## config.mk

```make
export PLATFORM = sky130hd
export DESIGN_NAME = codec_biterr_frame_acc
export DESIGN_NICKNAME = d
export VERILOG_FILES = /design/src/rtl/codec_biterr_frame_acc.sv
export SDC_FILE = /design/constraint.sdc
export NUM_CORES = 1
export LEC_CHECK = 0
export ABC_AREA = 1
export BUFFER_PORTS_ARGS = -buffer_cell sky130_fd_sc_hd__buf_2
export CAP_MARGIN = 15
export CORE_MARGIN = 3
export CORE_UTILIZATION = 35
export DETAILED_ROUTE_END_ITERATION = 8
export MAX_ROUTING_LAYER = met4
export PLACE_DENSITY_LB_ADDON = 0.08
export SLEW_MARGIN = 15
export SYNTH_ARGS = -nofsm -noshare
export SYNTH_HDL_FRONTEND = slang
export SYNTH_SLANG_ARGS = --single-unit
```

## constraint.sdc

```tcl
create_clock -name iclk -period 6.1 [get_ports iclk]
set_input_delay 1.22 -clock iclk [delete_from_list [all_inputs] [get_ports iclk]]
set_output_delay 1.22 -clock iclk [all_outputs]
set_load 0.02 [all_outputs]
```

## src/rtl/codec_biterr_frame_acc.sv

```systemverilog
// Purpose : accumulates per-word bit-error counts into per-frame totals and running statistics.
// Latency : frame result (oval/oerr/obad) and statistics appear one enabled cycle after the eop word.
// Backpr. : none; accepts one word per enabled clock, iclkena=0 freezes all state and outputs.
//
// Ports:
//   iclk, ireset_n        clock, asynchronous active-low reset
//   iclkena               clock enable; everything holds while low
//   ival/isop/ieop/ierr   word valid, frame delimiters and per-word error count
//   iclear                synchronous clear of statistics and any open frame (highest priority)
//   oval/oerr/obad        frame-done pulse, frame error total, frame-had-errors flag
//   oabort                pulse when an open frame is discarded by a new isop
//   ofrm_num/obit_num/obad_num  saturating frame, bit-error and bad-frame counters
module codec_biterr_frame_acc #(
    parameter int pERR_W  = 16,
    parameter int pFERR_W = 24,
    parameter int pCNT_W  = 32
) (
    input  logic               iclk,
    input  logic               ireset_n,
    input  logic               iclkena,
    input  logic               ival,
    input  logic               isop,
    input  logic               ieop,
    input  logic [pERR_W-1:0]  ierr,
    input  logic               iclear,
    output logic               oval,
    output logic [pFERR_W-1:0] oerr,
    output logic               obad,
    output logic               oabort,
    output logic [pCNT_W-1:0]  ofrm_num,
    output logic [pCNT_W-1:0]  obit_num,
    output logic [pCNT_W-1:0]  obad_num
);

    // One extra bit above the wider operand so saturation can be detected.
    localparam int AW = ((pFERR_W > pERR_W) ? pFERR_W : pERR_W) + 1;
    localparam int BW = ((pCNT_W > pFERR_W) ? pCNT_W : pFERR_W) + 1;
    localparam logic [AW-1:0] FMAX = (AW'(1) << pFERR_W) - AW'(1);
    localparam logic [BW-1:0] CMAX = (BW'(1) << pCNT_W) - BW'(1);

    typedef enum logic {
        IDLE  = 1'b0,
        FRAME = 1'b1
    } state_t;

    state_t              state;
    logic [pFERR_W-1:0]  acc;

    logic [pFERR_W-1:0]  acc_base;
    logic [AW-1:0]       sum_ext;
    logic [pFERR_W-1:0]  fin;
    logic [BW-1:0]       bit_ext;
    logic [pCNT_W-1:0]   bit_next;
    logic [pCNT_W-1:0]   frm_next;
    logic [pCNT_W-1:0]   bad_next;
    logic                frame_word;

    always_comb begin
        // Any isop restarts from zero, so the old sum only carries into a continuing word.
        acc_base   = ((state == FRAME) && !isop) ? acc : '0;
        sum_ext    = AW'(acc_base) + AW'(ierr);
        fin        = (sum_ext > FMAX) ? '1 : sum_ext[pFERR_W-1:0];
        // Words outside a frame (IDLE without isop) are dropped.
        frame_word = isop || (state == FRAME);

        bit_ext    = BW'(obit_num) + BW'(fin);
        bit_next   = (bit_ext > CMAX) ? '1 : bit_ext[pCNT_W-1:0];
        frm_next   = (ofrm_num == '1) ? ofrm_num : ofrm_num + pCNT_W'(1);
        bad_next   = ((obad_num == '1) || (fin == '0)) ? obad_num : obad_num + pCNT_W'(1);
    end

    always_ff @(posedge iclk or negedge ireset_n) begin
        if (!ireset_n) begin
            state    <= IDLE;
            acc      <= '0;
            oval     <= 1'b0;
            oabort   <= 1'b0;
            oerr     <= '0;
            obad     <= 1'b0;
            ofrm_num <= '0;
            obit_num <= '0;
            obad_num <= '0;
        end else if (iclkena) begin
            oval   <= 1'b0;
            oabort <= 1'b0;
            if (iclear) begin
                // Clear wins over any word presented on the same edge.
                state    <= IDLE;
                acc      <= '0;
                ofrm_num <= '0;
                obit_num <= '0;
                obad_num <= '0;
            end else if (ival && frame_word) begin
                if (isop && (state == FRAME)) begin
                    oabort <= 1'b1;
                end
                if (ieop) begin
                    state    <= IDLE;
                    acc      <= '0;
                    oval     <= 1'b1;
                    oerr     <= fin;
                    obad     <= (fin != '0);
                    ofrm_num <= frm_next;
                    obit_num <= bit_next;
                    obad_num <= bad_next;
                end else begin
                    state <= FRAME;
                    acc   <= fin;
                end
            end
        end
    end

endmodule
```

; Yosys cells after proc, flatten, opt, wreduce, memory -nomap -nowiden
; Cells that the tools add are included.
[classes]
magnitude_cmp = 2
addsub = 4
n_bitwise = 1
div = 0
shifts = 0
muxes = 26
reduce_logical = 15
n_eq_ne = 4
n_mul = 0
[ops]
columns = op, n
row1 = 32-bit two-way mux, 12
row2 = 24-bit two-way mux, 5
row3 = "32-bit by 1-bit adder with 32-bit output, second input constant", 2
row4 = "32-bit == test, second input constant", 2
row5 = 32-bit by 24-bit adder with 33-bit output, 1
row6 = "33-bit by 32-bit greater-than comparator with 1-bit output, second input constant", 1
row7 = 24-bit by 16-bit adder with 25-bit output, 1
row8 = "25-bit by 24-bit greater-than comparator with 1-bit output, second input constant", 1
row9 = 24-bit zero test, 1
row10 = 24-bit nonzero test, 1
row11 = 4-bit AND reduction, 3
row12 = 1-bit two-way mux, 9
row13 = "2-bit inequality test, second input constant", 2
row14 = 2-bit nonzero test, 2
row15 = 1-bit logical AND, 3
row16 = 3-bit AND reduction, 1
row17 = 1-bit logical OR, 2
row18 = 2-bit AND reduction, 1
row19 = 1-bit zero test, 1
row20 = 1-bit NOT, 1
[totals]
memories = 0
register_bits = 148
romBits = 0
mem_bits_rw = 0
wordCells = 61
output_inout_bits = 123
latch_bits = 0

; Longest topological paths before layout
; Gate-level depths: netlist (run 1).
[depth]
word_depth = 12
mapped_depth = 34
ltp_nobuf = 33

; Worst setup path after synthesis (run 1)
; OpenSTA, ideal clock, no wires.
[synth_timing]
path_type = in2reg
from = input port isop
to = register obit_num[2]
path_buffers = 3
setup_time_ns = 0.121
path_stages = 27
t_arrival_ns = 4.969
path_slack_ns = 1.010
t_required_ns = 5.979
cell_sequence = inv_2 nand2_4 clkbuf_1 nor2_1 ha_1 nand2_1 inv_1 nand2_1 nand2_1 a21oi_1 nand2_2 nand2_1 buf_6 clkbuf_1 nand2_1 fa_1 nand3_1 nand3_1 a21oi_1 o21bai_2 nand4_1 nand3_1 nand2_1 nor2_1 clkinv_1 o21ai_0 a22o_1
[synth_between]
elab_chain_len = 12
[synth_lines]
columns = item, line_no
row1 = from (decl), 22  ; input logic isop,
row2 = 1-bit zero test *, 60  ; acc_base = ((state == FRAME) && !isop) ? acc : '0;
row3 = 1-bit logical AND *, 60
row4 = 24-bit two-way mux *, 60
row5 = 24-bit by 16-bit adder with 25-bit output *, 61  ; sum_ext = AW'(acc_base) + AW'(ierr);
row6 = 25-bit by 24-bit greater-than comparator with 1-bit output, 62  ; fin = (sum_ext > FMAX) ? '1 : sum_ext[pFERR_W-1:0];
row7 = 24-bit two-way mux *, 62
row8 = via fin[1], 51  ; logic [pFERR_W-1:0] fin;
row9 = 32-bit by 24-bit adder with 33-bit output *, 66  ; bit_ext = BW'(obit_num) + BW'(fin);
row10 = 33-bit by 32-bit greater-than comparator with 1-bit output, 67  ; bit_next = (bit_ext > CMAX) ? '1 : bit_ext[pCNT_W-1:0];
row11 = 32-bit two-way mux *, 67
row12 = 32-bit two-way mux *, 97  ; if (ieop) begin
row13 = 32-bit two-way mux *, 93  ; end else if (ival && frame_word) begin
row14 = 32-bit two-way mux *, 86  ; if (iclear) begin
row15 = to (signal assigned), 104  ; obit_num <= bit_next;
row16 = to (decl), 31  ; output logic [pCNT_W-1:0] obit_num,
; Mark *: on every way through the listed nets, which the timed path passes. The rest lies on a longest branch. The select of a mux whose other input is x is not followed.
; A chain may end at the register's enable or synchronous reset.

; Worst setup path after layout (run 1)
[layout_timing]
from = input port isop
to = register obit_num[31]
; The elaborated chain is that of the path after synthesis.

==> results of run 1 <==
==> state kept, by name (all words and copies together) (netlist names) <==
signal,flops
obad_num,32
obit_num,32
ofrm_num,32
acc,24
oerr,24
oabort,1
obad,1
oval,1
state,1
==> stage by stage <==
stage / worst slack (ns) / util, % / instances
2_1_floorplan: 1.01 / - / 1592
3_3_place_gp: 0.216 / 39.8 / 2106
3_5_place_dp: 0.153 / 39.8 / 2106
4_1_cts: 0.570 / 41.6 / 2137
5_1_grt: 0.0380 / 41.6 / 2138
6_report: 0.647 / 41.6 / 2138
==> synthesized netlist by cell type (2+ instances only) <==
library cell	instances
nand3_1	85
inv_1	214
and3_1	3
o21bai_1	4
a31oi_1	2
buf_2	5
nand4_1	62
o21ai_0	78
nand2_4	2
clkbuf_1	28
nor3_2	5
o21a_1	3
inv_2	9
a221oi_1	2
a32o_1	2
clkinv_1	2
nor2_2	5
o21ai_1	3
buf_6	4
nand3b_1	4
nand2_1	467
xnor2_1	18
o22ai_1	24
nor2_1	178
dfrtp_1	148
nor2_4	2
nor3_1	41
fa_1	2
xor2_1	39
o31ai_1	4
ha_1	48
nor4_1	12
nand2_2	6
a21oi_1	67
==> cell families (layout without fill, tap and decap cells) <==
family	count (synthesis)	after routing	synth area share [%]
compound gates	198	198	10.3
xor+xnor	57	57	4.65
fa+ha+maj	50	50	5.96
buf+inv	263	419	9.56
flops	148	148	34.5
simple gates	876	876	35.1
==> power groups by stage <==
| stage | clock network, uW | logic, uW | registers, uW |
|---|---|---|---|
| floorplan | 0 | 212 | 1150 |
| global placement | 0 | 430 | 1110 |
| detailed placement | 0 | 432 | 1110 |
| CTS | 1040 | 434 | 1090 |
| global route | 1080 | 480 | 1100 |
| finish | 1010 | 428 | 1090 |
==> cell usage in the layout (no fill, tap or decap), drive strengths merged, types with 2 or more instances in the layout <==
master and count:
a21oi 67, fa 2, clkinvlp 6, nand2 475, o22ai 24, xnor2 18, inv 224, nor2 185
nand3b 4, nand3 86, nor3 46, a221oi 2, a32o 2, nor4 12, xor2 39, buf 163
clkbuf 21, clkinv 5, o21ai 81, a31oi 2, o21bai 5, ha 48, dfrtp 148, o21a 3
o31ai 4, and3 3, nand4 62
==> worst min-delay path by stage <==
stage                       start      end  slack (ns)  cells after the start
final                        oval     oval        0.48                      2
after global routing      oerr[3]  oerr[3]        0.50                      2
after CTS                    oval     oval        0.48                      2
after detailed placement     oval     oval        0.47                      2
after global placement    oerr[2]  oerr[2]        0.46                      2
after floorplan           acc[21]  acc[21]        0.45                      2
==> final cells by class <==
cell class | count | area share, %
clock buffer | 21 | 3.77
clock inverter | 10 | 0.612
inverter | 225 | 6.77
multi-input combinational | 1181 | 48.2
sequential | 148 | 29.7
tap | 390 | 3.91
timing repair buffer | 163 | 6.98
==> per-layer routing <==
layer	vias up	GRT usage, %	share of wire, %
li1	5456	-	-
met1	4986	31.8	50
met2	236	33.2	44
met3	23	3.22	4.5
met4	0	4.02	0.99
met5	-	-	0
==> worst reg2reg max path: cells and delay by family, from the launching register on <==
family | cells | cell delay [ns]
AO/OA/AOI/OAI | 4 | 0.55
adder cells (fa/ha/maj) | 4 | 1.03
buffers and inverters | 4 | 0.59
flip-flops | 1 | 0.59
AND/OR/NAND/NOR | 16 | 2.20
==> summary.md, run 1 <==
- finished clean — run status
- 0 ns — final sum of negative setup slack
- 16.9% — combinational group share of total power
- 3700 sq um — Sequential Area
- 0 — count of inserted antenna diode cells
- 30 — Crit path depth
- 0 — quantity of hold-fixing buffers added after cts
- 0 — Final Hold Violating Endpoints
- 16.1% — Area growth syn-to-layout
- obit_num[31] — Critical path destination
- 0.44 ns — clock insertion delay at the later pin of the skew report
- 16.4 microns — Avg WL per Cell
- 2530 uW — PnR Total Power
- done — CTS tree
- 32.1% — switching power share of the total
- flop to flop — worst hold-check path type
- 63 — number of standard-cell rows in the floorplan
- 0 — antenna violations before repair
- isop — Worst setup startpoint
- 203 nW/um^2 — power per standard cell area
- 708 — violation count after the first detailed-route iteration
- 181 microns — Die Span Y
- simple AND/OR/NAND/NOR gates — kind of cell adding the most delay to the critical path
- 34.5% — sequential-to-total area share from yosys stat
- 1592 — post-synthesis cell count
- 6020 sq um — area occupied by multi-input gates
- input pin — kind of start point of the critical path
- 0.40 ns — peak per-stage delay on the critical path
- 5.45 ns — final period demand of the worst path
- 12500 sq um — post-route design area
- 145 — # port buffers
- 0.00665 uW — leakage power summed over all cells
- 0 — DRC violations left
- 183 MHz — achievable clock frequency
- 0 — Post-synth EDFFs
- 0.478 ns — worst hold slack across all endpoints
- 13.1% — share of cells above drive strength 1
- 27200 microns — post-detail-place hpwl
- 0.0114 ns — final worst clock skew
- obit_num[31] — Critical R2R Capture
- 0.916 — final weighted congestion in routability-driven placement
- 43.0% — sequential cell fraction of total power
- 91 — maximum number of pins on one net before global-route repair
- 5.01 — Via-to-Cell Ratio
- 3289 — Fillers
- 0 — post-cts resize count
- 10700 sq um — cell area after synthesis
- 0.06 ns — Clk pin slew, worst setup/hold paths
- 1809 — Nets
- 0 — endpoints failing setup
- 0 — total setup buffers inserted after CTS
- 48 — synth unique cells
- 19 — largest fanout of any net on the critical path
- 30000 sq um — floorplan core area
- 34.8% — worst max-slew margin expressed relative to the limit
- 28 — worst reg2reg path depth
- 56700 microns — wire length of the first global-routing pass
- dfrtp_1 34%, nand2_1 16%, inv_1 7.5%, nor2_1 6.2%, ha_1 5.6% — largest cells by area after synthesis
- 146 — number of top-level pins
- 0.975 ns — transition time of the tightest slew-check pin
- 32800 sq um — Die Outline Area
- 34.5% — top-area cell type share of the netlist area
- 6 — critical path buffer and inverter count
- 0 — count of final max-slew check failures
- 0 — Syn. warnings
- state — Reg-to-Reg Start
- 6.45 ns — data required time of the critical path
- 1665 — Net Count, Synth
- 5.80 ns — worst endpoint data arrival time
- fa_1 — Crit-path slowest cell
- input pin to flop — type of the worst setup path
- 0 — maximum capacitance violations
- 1.05 ns — reg-to-reg setup timing slack
- 0 — DRT antenna net count
- 148 — total of flip-flops plus latches after synthesis
- clkbuf_16 — Clock Root Buffer
- 10200 — number of global-route vias before repair
- 812 uW — switching power
- 148 — clock sink count
- 4 — htree depth
- 10700 — Via Count
- 17 — number of buffers inserted during clock tree synthesis
- dfrtp_1 — most used flip-flop cell after synthesis
- 6.75 sq um — Mean Syn Cell Area
- 11900 sq um — placed instance area
- 35100 microns — detailed-route wire length
- 2 — worst-case clock buffer depth
- 5 — drt first pass iters
- 181 microns — die width
- 40.1% — share of power burned in the clock network
- 89.4% — share of the cycle needed by the critical path after routing
- dfrtp_1 — biggest area consumer among synthesized cells
- 100% — proportion of synthesized flip-flops having asynchronous set or reset
- flop — element type at the critical path end
- 35.9% — initial core utilization
- 0.204 mV — peak supply drop
- 0 — global-route congestion overflow total
- 1720 uW — internal portion of total power
- 22.0% — global-route usage over all layers
- false — unrepaired setup endpoints after global routing
Note: power is estimated with default switching activity, not from simulation.
==> run 2: changes to the inputs <==
==> constraint.sdc (replaced) <==
create_clock -name iclk -period 6.1 [get_ports iclk]
set_input_delay 1.83 -clock iclk [delete_from_list [all_inputs] [get_ports iclk]]
set_output_delay 1.83 -clock iclk [all_outputs]
set_load 0.02 [all_outputs]
==> run 2 against run 1 <==
Against the previous run: clock skew rose by 0.0028 ns; largest cell class unchanged; die area unchanged; largest power group unchanged; non-clock buffer count is 32 higher; critical path depth grew 5; critical endpoint is now obit_num[27].
==> summary.md, run 2 (synthesized netlist as in run 1, its figures left out) <==
- 1 — antenna violations before repair, was 0
- 58300 microns — wire length of the first global-routing pass, was 56700 microns
- 205 nW/um^2 — power per standard cell area, was 203 nW/um^2
- 3269 — Fillers, was 3289
- 8 — critical path buffer and inverter count, was 6
- 181 microns — die width, unchanged
- 0 — endpoints failing setup, unchanged
- 0.489 ns — worst hold slack across all endpoints, was 0.478 ns
- 16.5 microns — Avg WL per Cell, was 16.4 microns
- 10900 — Via Count, was 10700
- 63 — number of standard-cell rows in the floorplan, unchanged
- 0.171 mV — peak supply drop, was 0.204 mV
- 32.3% — GRT met1 Usage, was 31.8%
- 181 microns — Die Span Y, unchanged
- 0.983 ns — transition time of the tightest slew-check pin, was 0.975 ns
- 5.69 ns — final period demand of the worst path, was 5.45 ns
- 0 — DRC violations left, unchanged
- 666 — violation count after the first detailed-route iteration, was 708
- clkbuf_16 — Clock Root Buffer, unchanged
- nand2_1 — dominant cell type by count on the critical path
- 0.926 — final weighted congestion in routability-driven placement, was 0.916
- 65 — maximum number of pins on one net before global-route repair, was 91
- 145 — # port buffers, unchanged
- input pin — kind of start point of the critical path, unchanged
- finished clean — run status, unchanged
- 466 x nand2_1, 214 x inv_1, 175 x nor2_1, 148 x dfrtp_1, 144 x buf_2 — most frequent cells in the layout, was 467 x nand2_1, 214 x inv_1, 176 x nor2_1, 148 x dfrtp_1, 144 x buf_2
- 0.07 ns — Clk pin slew, worst setup/hold paths, was 0.06 ns
- 30000 sq um — floorplan core area, unchanged
- 1841 — Nets, was 1809
- 5 — drt first pass iters, unchanged
- 0 — global-route congestion overflow total, unchanged
- done — CTS tree, unchanged
- 18.8% — Area growth syn-to-layout, was 16.1%
- 17 — number of buffers inserted during clock tree synthesis, unchanged
- -0.141 ns — post-place setup slack, was 0.153 ns
- 0.40 ns — peak per-stage delay on the critical path, about the same
- 176 MHz — achievable clock frequency, was 183 MHz
- met2 — GR peak layer, unchanged
- 0 — quantity of hold-fixing buffers added after cts, unchanged
- 0 — count of final max-slew check failures, unchanged
- 148 — clock sink count, unchanged
- 0 — DRT antenna net count, unchanged
- 146 — number of top-level pins, unchanged
- flop — element type at the critical path end, unchanged
- 0.0142 ns — final worst clock skew, was 0.0114 ns
- 34.3% — GR Layer Usage met2, was 33.2%
- 32800 sq um — Die Outline Area, unchanged
- fa_1 — Crit-path slowest cell, unchanged
- 10600 — number of global-route vias before repair, was 10200
- 4 — htree depth, unchanged
- 15.0% — share of cells above drive strength 1, was 13.1%
- 22.6% — global-route usage over all layers, was 22.0%
- 0 — Final Hold Violating Endpoints, unchanged
- input pin to flop — type of the worst setup path, unchanged
- 0.00684 uW — leakage power summed over all cells, was 0.00665 uW
- flop to flop — worst hold-check path type, unchanged
- simple AND/OR/NAND/NOR gates — kind of cell adding the most delay to the critical path, unchanged
- 34.3% — worst max-slew margin expressed relative to the limit, was 34.8%
- 2 — worst-case clock buffer depth, unchanged
- 35900 microns — detailed-route wire length, was 35100 microns
- 6.00 ns — worst endpoint data arrival time, was 5.80 ns
- 6.41 ns — data required time of the critical path, was 6.45 ns
- 0 — maximum capacitance violations, unchanged
- 19 — largest fanout of any net on the critical path, unchanged
- obad_num (32), obit_num (32), ofrm_num (32) — largest registers, unchanged
- 5.03 — Via-to-Cell Ratio, was 5.01
- 35.9% — initial core utilization, unchanged
- nand2_1 — leading cell type in the layout, fill and taps excluded, unchanged
- 0.43 ns — clock insertion delay at the later pin of the skew report, was 0.44 ns
- 3.48% — met3 Track Usage GR, was 3.22%
- 0.410 ns — final critical-path setup slack, was 0.647 ns
- 27900 microns — post-detail-place hpwl, was 27200 microns
- 93.3% — share of the cycle needed by the critical path after routing, was 89.4%
run 2: cell types whose count changed in the layout (fill, tap and decap cells not counted), sizes merged:
cell and delta:
buf +32, clkinvlp -4, clkbuf -3, inv +3
bufinv +2, clkinv +2, diode +1
run 2: worst paths after layout:
kind,start,to,slack (ns),cells past startpoint
setup / recovery,isop,obit_num[27],0.41,35
hold / removal,oerr[14],oerr[14],0.49,2
setup reg to reg,state,obit_num[27],1.31,33
hold reg to reg,oerr[14],oerr[14],0.49,2
max in group asynchronous,ireset_n,acc[14],3.62,2
min in group asynchronous,ireset_n,ofrm_num[17],1.38,1
run 2: final cells by class:
cell class / instances / area (sq um) / area share [%]
antenna: 1 / 2.50 / 0.0196
clock buffer: 18 / 429 / 3.36
clock inverter: 13 / 150 / 1.18
inverter: 225 / 845 / 6.62
multi-input combinational: 1181 / 6040 / 47.3
sequential: 148 / 3700 / 29.0
tap: 390 / 488 / 3.82
timing repair buffer: 195 / 1110 / 8.67
run 2: power by group:
part	internal [uW]	switching, uW
Clock	608	470
Combinational	143	304
Sequential	1040	53.4
run 2: worst register-to-register path: cells and delay by family (launching register included):
family          cells  cell delay [ns]
buf+inv             6             0.70
fa+ha+maj           3             0.75
flops               1             0.62
simple gates       21             2.15
compound gates      3             0.44
run 2: timing repair:
action | 4_1_cts | 5_1_grt
buffers inserted | 0 | 0
resized for setup | 0 | 6
endpoints found under the setup margin | 0 | 12
endpoints found under the hold margin | 0 | 0
run 2: per-stage QoR:
| stage | setup TNS [ns] | power [uW] | area [sq um] | utilization (%) | cells |
|---|---|---|---|---|---|
| 5_1_grt | -0.0395 | 2750 | 12800 | 42.6 | 2171 |
| 3_3_place_gp | -0.213 | 1560 | 12200 | 40.6 | 2139 |
| 4_1_cts | 0 | 2650 | 12700 | 42.5 | 2170 |
| 3_5_place_dp | -0.442 | 1560 | 12200 | 40.6 | 2139 |
| 2_1_floorplan | 0 | 1370 | 10700 | - | 1592 |
| 6_report | 0 | 2610 | 12800 | 42.6 | 2171 |
run 2: layer usage:
layer | vias to the layer above | share of wire [%]
met5 | - | 0
met4 | 0 | 1.1
met3 | 25 | 4.6
met2 | 250 | 45
met1 | 5109 | 50
li1 | 5531 | -
